## src/rtl/peaks_readout_bridge.sv

```systemverilog
// peaks_readout_bridge
//   Takes each completed peak set from the sequential peak finder and serves
//   it to the HPS driver over an 8-bit Avalon-MM slave. The two banks work as
//   a ping-pong buffer, so software never reads a torn frame. Software must
//   acknowledge each frame. Overruns are counted, and irq is a level signal.
//
// Ports
//   clk            system clock
//   reset          synchronous, active-low reset
//   valid_in       one-cycle pulse: counter_in/freqs_in/amplitudes_in are valid
//   counter_in     frame time counter
//   freqs_in       peak i at [i*FREQ_WIDTH +: FREQ_WIDTH]
//   amplitudes_in  peak i at [i*AMPL_WIDTH +: AMPL_WIDTH]
//   chipselect, read, write, address, writedata   Avalon-MM slave inputs
//   readdata       registered read data, valid one cycle after the read strobe
//   irq            high while the front bank holds an unacknowledged frame
module peaks_readout_bridge #(
  parameter int PEAKS         = 6,
  parameter int FREQ_WIDTH    = 8,
  parameter int AMPL_WIDTH    = 24,
  parameter int COUNTER_WIDTH = 32
) (
  input  logic                          clk,
  input  logic                          reset,
  input  logic                          valid_in,
  input  logic [COUNTER_WIDTH-1:0]      counter_in,
  input  logic [PEAKS*FREQ_WIDTH-1:0]   freqs_in,
  input  logic [PEAKS*AMPL_WIDTH-1:0]   amplitudes_in,
  input  logic                          chipselect,
  input  logic                          read,
  input  logic                          write,
  input  logic [7:0]                    address,
  input  logic [7:0]                    writedata,
  output logic [7:0]                    readdata,
  output logic                          irq
);

  if (AMPL_WIDTH > 24 || FREQ_WIDTH > 8 || COUNTER_WIDTH > 32 || PEAKS > 6) begin : g_param_check
    $error("peaks_readout_bridge: field widths exceed their register slots");
  end

  localparam logic [1:0] ST_EMPTY   = 2'd0;
  localparam logic [1:0] ST_READY   = 2'd1;
  localparam logic [1:0] ST_PENDING = 2'd2;

  logic [1:0] state_q, state_d;
  logic       fb_q, fb_d;
  logic [7:0] seq_ctr_q, seq_ctr_d;
  logic       ovf_sticky_q, ovf_sticky_d;
  logic [7:0] ovf_cnt_q, ovf_cnt_d;
  logic [7:0] readdata_q;
  logic       irq_q;

  // Bank storage is kept in flops because reset must clear it.
  logic [COUNTER_WIDTH-1:0] cnt_q  [2];
  logic [FREQ_WIDTH-1:0]    freq_q [2][PEAKS];
  logic [AMPL_WIDTH-1:0]    amp_q  [2][PEAKS];
  logic [7:0]               seq_q  [2];

  logic       ack, clr, ovf, wr_en, wr_bank;
  logic [1:0] st_a;
  logic       fb_a;
  logic [7:0] rd_byte;
  logic       unused_writedata;

  assign unused_writedata = ^writedata[7:2];

  assign ack = chipselect && write && (address == 8'hFF) && writedata[0];
  assign clr = chipselect && write && (address == 8'hFF) && writedata[1];

  always_comb begin
    // Apply the ack first. A capture in the same cycle then sees the post-ack state.
    st_a = state_q;
    fb_a = fb_q;
    if (ack) begin
      case (state_q)
        ST_READY:   st_a = ST_EMPTY;
        ST_PENDING: begin st_a = ST_READY; fb_a = ~fb_q; end
        default:    ;
      endcase
    end

    state_d      = st_a;
    fb_d         = fb_a;
    seq_ctr_d    = seq_ctr_q;
    ovf_sticky_d = ovf_sticky_q;
    ovf_cnt_d    = ovf_cnt_q;
    wr_en        = 1'b0;
    wr_bank      = fb_q;
    ovf          = 1'b0;

    if (valid_in) begin
      wr_en     = 1'b1;
      seq_ctr_d = seq_ctr_q + 8'd1;
      if (ack && state_q == ST_READY) begin
        // Ack and capture together: the new frame goes to the back bank, which becomes the front.
        wr_bank = ~fb_q;
        fb_d    = ~fb_q;
        state_d = ST_READY;
      end else begin
        case (st_a)
          ST_EMPTY: begin wr_bank = fb_a;  state_d = ST_READY;   end
          ST_READY: begin wr_bank = ~fb_a; state_d = ST_PENDING; end
          default:  begin wr_bank = ~fb_a; ovf = 1'b1;           end
        endcase
      end
    end

    if (clr) begin
      ovf_sticky_d = 1'b0;
      ovf_cnt_d    = 8'd0;
    end
    if (ovf) begin
      ovf_sticky_d = 1'b1;
      if (ovf_cnt_d != 8'hFF) ovf_cnt_d = ovf_cnt_d + 8'd1;
    end
  end

  // Zero-extended views of the front bank, used by the byte read mux.
  logic [31:0] cnt_ext;
  logic [7:0]  freq_ext [PEAKS];
  logic [23:0] amp_ext  [PEAKS];

  assign cnt_ext = 32'(cnt_q[fb_q]);

  for (genvar gi = 0; gi < PEAKS; gi++) begin : g_front
    assign freq_ext[gi] = 8'(freq_q[fb_q][gi]);
    assign amp_ext[gi]  = 24'(amp_q[fb_q][gi]);
  end

  always_comb begin
    rd_byte = 8'h00;
    case (address)
      8'hF0:   rd_byte = {5'b0, ovf_sticky_q, state_q == ST_PENDING, state_q != ST_EMPTY};
      8'hF1:   rd_byte = ovf_cnt_q;
      8'hF2:   rd_byte = seq_q[fb_q];
      8'hF8:   rd_byte = 8'h2A;
      8'hF9:   rd_byte = 8'h35;
      8'hFA:   rd_byte = 8'h54;
      8'hFB:   rd_byte = 8'h47;
      default: begin
        // Multi-byte fields are big-endian: the MSB is at the lowest address.
        for (int k = 0; k < 4; k++)
          if (address == 8'(k)) rd_byte = cnt_ext[8*(3-k) +: 8];
        for (int i = 0; i < PEAKS; i++) begin
          if (address == 8'(4 + i)) rd_byte = freq_ext[i];
          for (int j = 0; j < 3; j++)
            if (address == 8'(10 + 3*i + j)) rd_byte = amp_ext[i][8*(2-j) +: 8];
        end
      end
    endcase
  end

  always_ff @(posedge clk) begin
    if (!reset) begin
      state_q      <= ST_EMPTY;
      fb_q         <= 1'b0;
      seq_ctr_q    <= 8'd0;
      ovf_sticky_q <= 1'b0;
      ovf_cnt_q    <= 8'd0;
      readdata_q   <= 8'h00;
      irq_q        <= 1'b0;
      for (int b = 0; b < 2; b++) begin
        cnt_q[b] <= '0;
        seq_q[b] <= 8'd0;
        for (int i = 0; i < PEAKS; i++) begin
          freq_q[b][i] <= '0;
          amp_q[b][i]  <= '0;
        end
      end
    end else begin
      state_q      <= state_d;
      fb_q         <= fb_d;
      seq_ctr_q    <= seq_ctr_d;
      ovf_sticky_q <= ovf_sticky_d;
      ovf_cnt_q    <= ovf_cnt_d;
      irq_q        <= (state_d != ST_EMPTY);
      if (chipselect && read) readdata_q <= rd_byte;
      if (wr_en) begin
        cnt_q[wr_bank] <= counter_in;
        seq_q[wr_bank] <= seq_ctr_q;
        for (int i = 0; i < PEAKS; i++) begin
          freq_q[wr_bank][i] <= freqs_in[i*FREQ_WIDTH +: FREQ_WIDTH];
          amp_q[wr_bank][i]  <= amplitudes_in[i*AMPL_WIDTH +: AMPL_WIDTH];
        end
      end
    end
  end

  assign readdata = readdata_q;
  assign irq      = irq_q;

endmodule

```

## config.mk

```make
export PLATFORM = sky130hd
export DESIGN_NAME = peaks_readout_bridge
export DESIGN_NICKNAME = d
export VERILOG_FILES = /design/src/rtl/peaks_readout_bridge.sv
export SDC_FILE = /design/constraint.sdc
export NUM_CORES = 1
export LEC_CHECK = 0
export CAP_MARGIN = 20
export CORE_ASPECT_RATIO = 0.7
export CORE_MARGIN = 4
export CORE_UTILIZATION = 30
export CTS_CLUSTER_SIZE = 14
export DETAILED_ROUTE_END_ITERATION = 8
export MAX_ROUTING_LAYER = met4
export PLACE_DENSITY = 0.53
export SYNTH_ARGS = -nofsm -noshare
export SYNTH_HDL_FRONTEND = slang
export SYNTH_SLANG_ARGS = --single-unit
```

## constraint.sdc

```tcl
create_clock -name clk -period 13.3 [get_ports clk]
set_input_delay 2.66 -clock clk [delete_from_list [all_inputs] [get_ports clk]]
set_output_delay 2.66 -clock clk [all_outputs]
set_load 0.02 [all_outputs]
```

==> summary.md <==
| Metric | Value |
|---|---|
| Status | `completed` |
| WL final | `76990 um` |
| Fraction of layout cells with a size suffix above 1 | `8.983%` |
| Post-Synth XOR/XNOR Area | `0.3616%` |
| CP Data Arrival Time | `7.62 ns` |
| Yosys cell types | `84` |
| EDFF count, synth | `464` |
| Yosys reg bits | `494` |
| Area Growth Syn to Fin | `19.78%` |
| Worst Hold End | `seq_ctr_q[7]` |
| Max H-tree Level | `2` |
| Reg-to-reg slack, setup | `8.99 ns` |
| Most frequent cells in the layout | `464 x edfxtp_1, 244 x clkdlybuf4s50_1, 202 x nor2_1` |
| Number of max-cap violations | `0` |
| Post-synthesis average cell area | `12.25 um2` |
| Mapped Cells | `1977` |
| Largest family of logic cells by synthesized area | `simple AND/OR/NAND/NOR gates` |
| Cell Area, Synth | `24220 um2` |
| Nets@finish | `2404` |
| Crit path from | `address[4]` |
| Vias in the first global route | `16.61k` |
| Via density | `5.196` |
| Clock Pin Slew Worst Setup and Hold Paths | `0.06 ns` |
| Leakage | `0.01038 uW` |
| Simple-gate share of the synthesized area | `17.70%` |
| Peak supply drop | `85.64 uV` |
| Die width | `347.6 um` |
| Startpoint types | `input pin` |
| CTS buffer count | `52` |
| Clk Latency, worst-skew pair | `0.61 ns` |
| DRC Markers | `0` |
| HP Class | `register to register` |
| Starting Density | `30.50%` |
| Worst setup path class | `input pin to register` |
| Post-CTS setup buffer count | `0` |
| Placed cell area | `27430 um2` |
| Most used DFF post-synth | `edfxtp_1` |
| DIE AREA | `85420 um2` |
| Overall routing resource usage | `17.95%` |
| Fin crit share | `55.86%` |
| Post-synthesis mux area share | `10.07%` |
| Syn. warnings | `0` |
| CTS sink count | `494` |
| CTS hold repair buffers | `0` |
| GR Util met1 | `26.70%` |
| RSZ-0062 raised after global routing | `no` |
| CP required | `13.49 ns` |
| M3 GR Usage | `2.645%` |
| Actual slew at the worst max-slew pin | `1.202 ns` |
| Placer Congestion | `0.8828` |
| Clock Path Buffers | `3` |
| Tmin final | `7.429 ns` |
| DP Wirelength | `53080 um` |
| Reg area | `14540 um2` |
| Final instance area | `29010 um2` |
| Core region area | `79410 um2` |
| Initial antenna violation count | `1` |
| Antenna viol nets, final | `0` |
| # resized after CTS | `0` |
| Synth async-reset ratio | `0%` |
| Slew Limit Headroom | `19.69%` |
| Hold_sp | `seq_ctr_q[7]` |
| M2 GR Usage | `25.97%` |
| TNS Setup | `0 ns` |
| Post-Synth Adder-Cell Area | `0.2066%` |
| DRT iter0 DRCs | `1903` |
| Layout Skew | `0.04110 ns` |
| Pwr/cell area | `125.1 nW/um2` |
| Hold Path Stages | `2` |
| Global route total overflow | `0` |
| Compound-Gate Fraction of Synth Area | `7.981%` |
| Fin Hold WS | `0.5079 ns` |
| Slew Limit Fails | `0` |
| Maximum clock rate | `134.6 MHz` |
| Global-route wire length before repair | `111700 um` |
| R2r endpoint | `readdata[6]` |
| Final setup vio count | `0` |
| Vias | `16.90k` |
| Chip Height | `245.7 um` |
| Syn nets | `2227` |
| CTS tree | `done` |
| Worst Reg-to-Reg Cells | `9` |
| Placed Instances | `3154` |
| Post-route insts no fill | `3252` |
| Seq/Total Area, Yosys | `60.00%` |
| First drt pass iteration count | `7` |
| Routed len/inst | `23.67 um` |
| Final Hold Vio Count | `0` |
| Gr busiest metal | `met1` |
| Root buf cell | `clkbuf_16` |
| Worst setup EP type | `register` |
| Port-buffer cells | `248` |
| Row Count | `86` |
| Most common cell after layout, fill and taps aside | `edfxtp_1` |
| Ports | `255` |
| Worst-path maximum fanout | `73` |
| Area of the multi-input gates | `8838 um2` |
| Fillers | `7727` |
| Pin count of the biggest net entering global routing | `133` |
sequential cells by signal, indices dropped and copies added, names as in the netlist, named ones only:
signal,flops
readdata,8
seq_q,16
ovf_sticky_q,1
state_q,2
amp_q,288
seq_ctr_q,8
ovf_cnt_q,8
freq_q,96
irq,1
fb_q,1
cnt_q,64
stage by stage:
| step | utilization [%] | power (uW) | setup WS [ns] |
|---|---|---|---|
| global placement | 34.54 | 2285 | 5.443 |
| floorplan | - | 2120 | 3.273 |
| finish | 36.53 | 3630 | 5.871 |
| detailed placement | 34.54 | 2294 | 5.325 |
| global route | 36.53 | 3765 | 5.534 |
| CTS | 36.51 | 3660 | 5.938 |
worst max path at each step:
stage,slack [ns],depth (start not counted),to
after CTS,5.94,13,amp_q[0][77]
after global placement,5.44,13,amp_q[0][31]
after global routing,5.53,12,amp_q[0][77]
after floorplan,3.27,13,amp_q[0][0]
after detailed placement,5.33,13,freq_q[0][25]
final,5.87,13,amp_q[0][77]
where the power goes:
part,internal (uW),leakage (uW),switching [uW]
sequential,1850,0.00518,31.9
clock,760,0.000750,611
combinational,144,0.00445,236
cells in the mapped netlist (9+ instances only):
library cell | n | area, um2
nor2_1 | 202 | 758.2
and3_1 | 168 | 1051
a31oi_1 | 12 | 75.07
mux2i_1 | 165 | 1652
nand2b_1 | 9 | 56.30
nand3_1 | 20 | 100.1
clkbuf_1 | 79 | 296.5
mux2_2 | 46 | 518.0
nor2b_1 | 17 | 106.4
edfxtp_1 | 464 | 13930
o211ai_1 | 11 | 82.58
dfxtp_1 | 30 | 600.6
o221ai_1 | 16 | 140.1
o22ai_1 | 20 | 125.1
and2_1 | 171 | 1070
buf_4 | 27 | 202.7
mux4_2 | 12 | 270.3
a211oi_1 | 12 | 90.09
buf_6 | 19 | 214.0
o21ai_0 | 52 | 260.3
buf_2 | 30 | 150.1
nand2_1 | 131 | 491.7
nor3_1 | 14 | 70.07
a21oi_1 | 70 | 350.3
nand4_1 | 9 | 56.30
a22oi_1 | 11 | 82.58
per-layer routing:
layer / share of wire [%] / vias to the layer above / routed length (um)
li1: - / 7748 / -
met1: 48 / 8447 / 37180
met2: 43 / 621 / 33350
met3: 6.6 / 83 / 5100
met4: 1.8 / 0 / 1368
met5: 0 / - / 0
cell families after synthesis:
kind of cell             after synthesis
XOR/XNOR                              10
AND/OR/NAND/NOR                      797
AO/OA/AOI/OAI                        287
multiplexers                         223
adder cells (fa/ha/maj)                4
buffers and inverters                162
flip-flops                           494
final cells by class:
class                      count  area share, %
sequential                   494          50.11
antenna                        3        0.02588
timing repair buffer         278          9.358
clock inverter                27         0.7331
clock buffer                  66          4.666
tap                         1056          4.554
inverter                       7        0.09056
multi-input combinational   1321          30.46
critical path, cell delays in order:
cell	delay, ns
clkdlybuf4s50_1	0.86
and4_1	0.57
nand4_4	0.21
mux2_2	0.30
inv_1	0.05
ha_1	0.23
nand2b_1	0.16
o21ai_0	0.20
a22o_1	0.20
xor2_1	0.32
nand2_1	0.16
nand2_4	0.70
buf_4	0.91
No activity file was read; power rests on OpenSTA's default activity.
